`src/rtl/hdmi_i2c_cfg_seq.sv`:
```
// hdmi_i2c_cfg_seq: walks a register table over I2C after power-up, then serves host writes.
module hdmi_i2c_cfg_seq #(
   parameter int QDIV = 270,
   parameter int PWR_WAIT = 12201000,
   parameter int NREG = 17,
   parameter logic [7:0] DEV_ADDR = 8'h72,
   parameter int RETRY_MAX = 3,
   parameter int GAP_Q = 8
)(
   input  logic       CLK108,
   input  logic       RST,
   input  logic       START,
   output logic [7:0] TBL_IDX,
   input  logic [7:0] TBL_REG,
   input  logic [7:0] TBL_DAT,
   input  logic       HOST_REQ,
   input  logic [7:0] HOST_REG,
   input  logic [7:0] HOST_DAT,
   output logic       HOST_DONE,
   output logic       HOST_ERR,
   output logic       SCL,
   output logic       SDA_OUT,
   input  logic       SDA_IN,
   output logic       BUSY,
   output logic       INIT_DONE,
   output logic       INIT_ERR
);
   typedef enum logic [2:0] {PWR, LOAD, START_C, BYTE, STOP_C, GAP, NEXT, IDLE} st_t;
   st_t st;
   logic [31:0] pcnt;
   logic [15:0] qcnt;
   logic [1:0] q, nb;
   logic [3:0] b;
   logic [7:0] g, retry;
   logic [23:0] sr;
   logic host, nak, start_pend, tick;
   assign tick = qcnt == 16'(QDIV - 1);
   assign BUSY = st != IDLE;
   always_ff @(posedge CLK108) begin
      if (RST) begin
         st <= PWR;
         SCL <= 1'b1;
         SDA_OUT <= 1'b1;
         INIT_DONE <= 1'b0;
         INIT_ERR <= 1'b0;
         TBL_IDX <= '0;
         HOST_DONE <= 1'b0;
         HOST_ERR <= 1'b0;
         pcnt <= '0;
         qcnt <= '0;
         q <= '0;
         nb <= '0;
         b <= '0;
         g <= '0;
         retry <= '0;
         sr <= '0;
         host <= 1'b0;
         nak <= 1'b0;
         start_pend <= 1'b0;
      end else begin
         HOST_DONE <= 1'b0;
         HOST_ERR <= 1'b0;
         qcnt <= tick ? 16'd0 : qcnt + 16'd1;
         if (START) start_pend <= 1'b1;
         case (st)
            PWR: begin
               pcnt <= pcnt + 32'd1;
               if (pcnt == 32'(PWR_WAIT - 1)) st <= LOAD;
            end
            LOAD: begin
               sr <= host ? {DEV_ADDR, HOST_REG, HOST_DAT} : {DEV_ADDR, TBL_REG, TBL_DAT};
               qcnt <= '0;
               q <= '0;
               b <= '0;
               nb <= '0;
               nak <= 1'b0;
               st <= START_C;
            end
            START_C: if (tick) begin
               q <= q + 2'd1;
               if (q == 2'd0) SDA_OUT <= 1'b0;
               else begin
                  SCL <= 1'b0;
                  q <= '0;
                  st <= BYTE;
               end
            end
            BYTE: if (tick) begin
               q <= q + 2'd1;
               case (q)
                  2'd0: SDA_OUT <= (b == 4'd8) | sr[23];
                  2'd1: SCL <= 1'b1;
                  2'd2: if (b == 4'd8) nak <= SDA_IN;
                  2'd3: begin
                     SCL <= 1'b0;
                     if (b == 4'd8) begin
                        b <= '0;
                        nb <= nb + 2'd1;
                        if (nak || nb == 2'd2) st <= STOP_C;
                     end else begin
                        b <= b + 4'd1;
                        sr <= sr << 1;
                     end
                  end
               endcase
            end
            STOP_C: if (tick) begin
               q <= q + 2'd1;
               case (q)
                  2'd0: SDA_OUT <= 1'b0;
                  2'd1: SCL <= 1'b1;
                  2'd2: SDA_OUT <= 1'b1;
                  2'd3: begin
                     g <= '0;
                     st <= GAP;
                  end
               endcase
            end
            GAP: if (tick) begin
               g <= g + 8'd1;
               if (g == 8'(GAP_Q - 1)) begin
                  st <= NEXT;
                  // host completion is final once no retry will follow
                  if (host && (!nak || retry == 8'(RETRY_MAX))) begin
                     HOST_DONE <= 1'b1;
                     HOST_ERR <= nak;
                  end
               end
            end
            NEXT: begin
               if (nak && retry < 8'(RETRY_MAX)) begin
                  retry <= retry + 8'd1;
                  st <= LOAD;
               end else begin
                  retry <= '0;
                  if (host) begin
                     host <= 1'b0;
                     st <= IDLE;
                  end else begin
                     if (nak) INIT_ERR <= 1'b1;
                     if (TBL_IDX == 8'(NREG - 1)) begin
                        INIT_DONE <= 1'b1;
                        TBL_IDX <= '0;
                        st <= IDLE;
                     end else begin
                        TBL_IDX <= TBL_IDX + 8'd1;
                        st <= LOAD;
                     end
                  end
               end
            end
            IDLE: begin
               if (start_pend || START) begin
                  start_pend <= 1'b0;
                  INIT_DONE <= 1'b0;
                  INIT_ERR <= 1'b0;
                  TBL_IDX <= '0;
                  st <= LOAD;
               end else if (HOST_REQ && INIT_DONE) begin
                  host <= 1'b1;
                  st <= LOAD;
               end
            end
         endcase
      end
   end
endmodule
```
`config.mk`:
```
export PLATFORM = sky130hd
export DESIGN_NAME = hdmi_i2c_cfg_seq
export DESIGN_NICKNAME = d
export VERILOG_FILES = /design/src/rtl/hdmi_i2c_cfg_seq.sv
export SDC_FILE = /design/constraint.sdc
export NUM_CORES = 1
export LEC_CHECK = 0
export CORE_MARGIN = 5
export CORE_UTILIZATION = 35
export CTS_CLUSTER_DIAMETER = 100
export DETAILED_ROUTE_END_ITERATION = 8
export SLEW_MARGIN = 10
export SYNTH_ARGS = -nofsm -noshare
export SYNTH_HDL_FRONTEND = slang
export SYNTH_SLANG_ARGS = --single-unit
```
`constraint.sdc`:
```
create_clock -name CLK108 -period 2.2 [get_ports CLK108]
set_input_delay 0.44 -clock CLK108 [delete_from_list [all_inputs] [get_ports CLK108]]
set_output_delay 0.44 -clock CLK108 [all_outputs]
set_load 0.1 [all_outputs]
```
==> flow_metrics.py <==
metrics = {
    "clock_network": {
        "h-tree-depth": 4,
        "clock_sinks": 116,
        "clock_path_buffers": 2,
        "clk_latency_ns": 0.42,
        "root_buffer": "clkbuf_16",
        "clk_pin_slew_ns": 0.05,
        "postCtsSetupRepairBufs": 0,
        "cts_tree": "done",
        "cts-buffers-inserted": 17,
    },
    "worst_setup_path": {
        "path_max_fanout": 5,
        "path_cells": "or4b_2 -> nor4_1 -> nand4_1 -> a221o_1 -> a211oi_1",
        "cp-start-kind": "flip-flop",
        "cp.required_ns": 2.53,
        "crit_slowest_cell": "or4b_2",
        "cp-end-kind": "flip-flop",
        "crit_type": "flip-flop to flip-flop",
        "slowest_delay_ns": 0.67,
        "cp.arrival_ns": 2.43,
        "crit_family": "simple AND/OR/NAND/NOR gates",
        "path_buf_inv": 0,
    },
    "synthesis": {
        "synth_area_per_cell_sq_um": 8.29,
        "synth_cell_types": 63,
        "syn-num-nets": 756,
        "async_flop_share_pct": 0,
        "synth-edff-count": 0,
        "synth_top_area_cell": "dfxtp_1",
        "ys_top_cells_by_area": "dfxtp_1 40%, nor2_1 5.3%, a21oi_1 4.8%",
        "synth_top_area_share_pct": 39.8,
        "synthFlopType": "dfxtp_1",
        "synth_cells": 704,
        "synth.ff_latch_count": 116,
        "syn_area_sq_um": 5840,
        "ys_warn_count": 0,
        "seq_area_frac_synth_pct": 39.8,
    },
    "detailed_routing": {
        "wl_met1_um": 7120,
        "viasPerCell": 5.23,
        "drc": 0,
        "routed-wl-met3_um": 655,
        "dr_wl_met2_um": 5880,
        "highest-signal-layer": "met4",
        "dr_total_vias": 5269,
        "dr.pass1.iters": 5,
        "ant_nets": 0,
        "routed_wl_um": 13900,
        "avgRoutedWirePerCell_um": 13.8,
        "initialDrtViolationCount": 383,
    },
    "placement": {
        "place_ws_ns": 0.0595,
        "port_buffers": 51,
        "place.gp.congestion": 0.816,
        "place_area_sq_um": 6780,
        "dpl.hpwl_um": 9450,
    },
    "run_status": {
        "status": "finished clean",
    },
    "timing": {
        "setup_violations": 0,
        "hold_viol_final": 0,
        "tns_ns": 0,
        "finalWorstSetupSlack_ns": 0.108,
        "finalMaxSlewViolations": 0,
        "maxSlewHeadroom_pct": 68.4,
        "tightestPinTransition_ns": 0.469,
        "rsz0062_at_grt": "false",
        "fin_crit_sh_pct": 95.1,
        "fin_crit_ns": 2.09,
        "fmax_mhz": 478,
        "fin_skew_ns": 0.0118,
    },
    "die": {
        "fp-row-count": 47,
        "die-area_sq_um": 19400,
        "die_h_um": 139,
        "ioPinCount": 52,
        "fp.dieW_um": 139,
        "core-area_sq_um": 16500,
        "start_util_pct": 35.5,
    },
    "final_layout": {
        "antenna_cells": 0,
        "multi_input_area_sq_um": 3330,
        "register_area_sq_um": 2320,
        "final_core_util_pct": 44.7,
        "final_cell_area_sq_um": 7360,
        "drive_gt1_share_pct": 13.6,
        "area_delta_synth_final_pct": 26.1,
        "finalNetCount": 830,
        "fill_cells": 1671,
    },
    "global_route": {
        "grt_usage_pct": 14.5,
        "grt_max_degree": 60,
        "grt_first_pass_wirelength_um": 23400,
        "antenna_found_initial": 0,
        "gr-total-overflow": 0,
        "grt_pass1_vias": 4801,
    },
    "power": {
        "leakagePower_nw": 2.63,
        "power_density_nw_per_um2": 653,
        "peakVddDrop_v": 0.000539,
    },
    "run": {
        "cap_violations": 0,
    },
    "worst_hold_path": {
        "holdCritPathClass": "flip-flop to flip-flop",
    },
}
-- metal layers --
layer	up-vias	GRT usage, %
met5	-	0
met4	0	6.02
met3	18	4.07
met2	113	21.0
met1	2424	20.2
li1	2714	-
-- cells in the mapped netlist, types with 4 or more instances --
cell,count
o21ai_0,51
inv_1,20
nor4_1,9
nor3_1,12
a21oi_1,56
o221a_2,4
nor4b_1,4
or4_1,11
xnor2_1,10
dfxtp_1,116
nor2b_1,4
xor2_1,30
mux2i_1,16
and4_1,7
and2_1,13
a31oi_1,4
nand3_1,30
nand4_1,34
ha_1,15
o31ai_1,7
buf_2,4
or3_1,16
and3_1,9
nand2_1,50
clkbuf_1,29
nor2_1,82
-- sequential cells by signal (all words and copies together), names as in the netlist, 2 cells and up --
name / count
pcnt: 32
st: 3
TBL_IDX: 8
q: 2
sr: 24
qcnt: 16
g: 8
nb: 2
retry: 8
b: 4
-- final cells by class --
type / count / area share, %
clock inverters: 4 / 0.306
clock buffers: 25 / 7.00
repair buffers: 93 / 11.0
well taps: 220 / 3.74
multi-input cells: 528 / 45.3
inverters: 22 / 1.12
flip-flops and latches: 116 / 31.6
-- what timing repair did --
item | CTS | global route
hold buffers | 0 | 0
gates resized for setup | 0 | 8
setup endpoints to repair | 0 | 33
-- stage by stage --
stage                     hold WS (ns)  cells  power (W)
final                            0.458   1008    0.00481
after global routing             0.476   1008    0.00498
after CTS                        0.443   1008    0.00487
after detailed placement         0.453    979    0.00233
after global placement           0.448    979    0.00233
after floorplan                  0.424    704    0.00223
-- power breakdown --
group | leakage (nW) | switching, W | internal (W)
sequential | 0.936 | 0.00000844 | 0.00211
combinational | 1.43 | 0.0000746 | 0.0000918
clock | 0.267 | 0.000929 | 0.00159
-- kinds of logic after synthesis --
kind of cell	share of synthesized area (%)
flops	39.8
fa+ha+maj	3.21
buf+inv	4.14
xor+xnor	6.00
simple gates	27.6
mux	2.94
compound gates	16.3
-- cell usage in the layout (no fill, tap or decap), drive strengths merged, types with 20 or more instances in the layout --
cell type | Yosys | final
xor2 | 30 | 30
clkdlybuf4s50 | 0 | 35
dfxtp | 116 | 116
buf | 9 | 58
a21oi | 56 | 56
nand3 | 30 | 30
inv | 20 | 20
nor2 | 82 | 82
clkbuf | 29 | 25
nand2 | 50 | 50
nand4 | 35 | 35
o21ai | 52 | 52
-- worst min-delay path, stage by stage (launching register included) --
cell and delay, ns:
dfxtp_1 0.31, nand2_1 0.05, o21ai_0 0.06
-- worst paths after layout --
check             startpoint  endpoint  slack [ns]  depth (start not counted)
setup reg to reg    pcnt[16]     st[0]        0.11                          5
setup / recovery    pcnt[16]     st[0]        0.11                          5
hold reg to reg       sr[14]    sr[14]        0.46                          2
hold / removal        sr[14]    sr[14]        0.46                          2
Note: power is estimated with default switching activity, not from simulation.
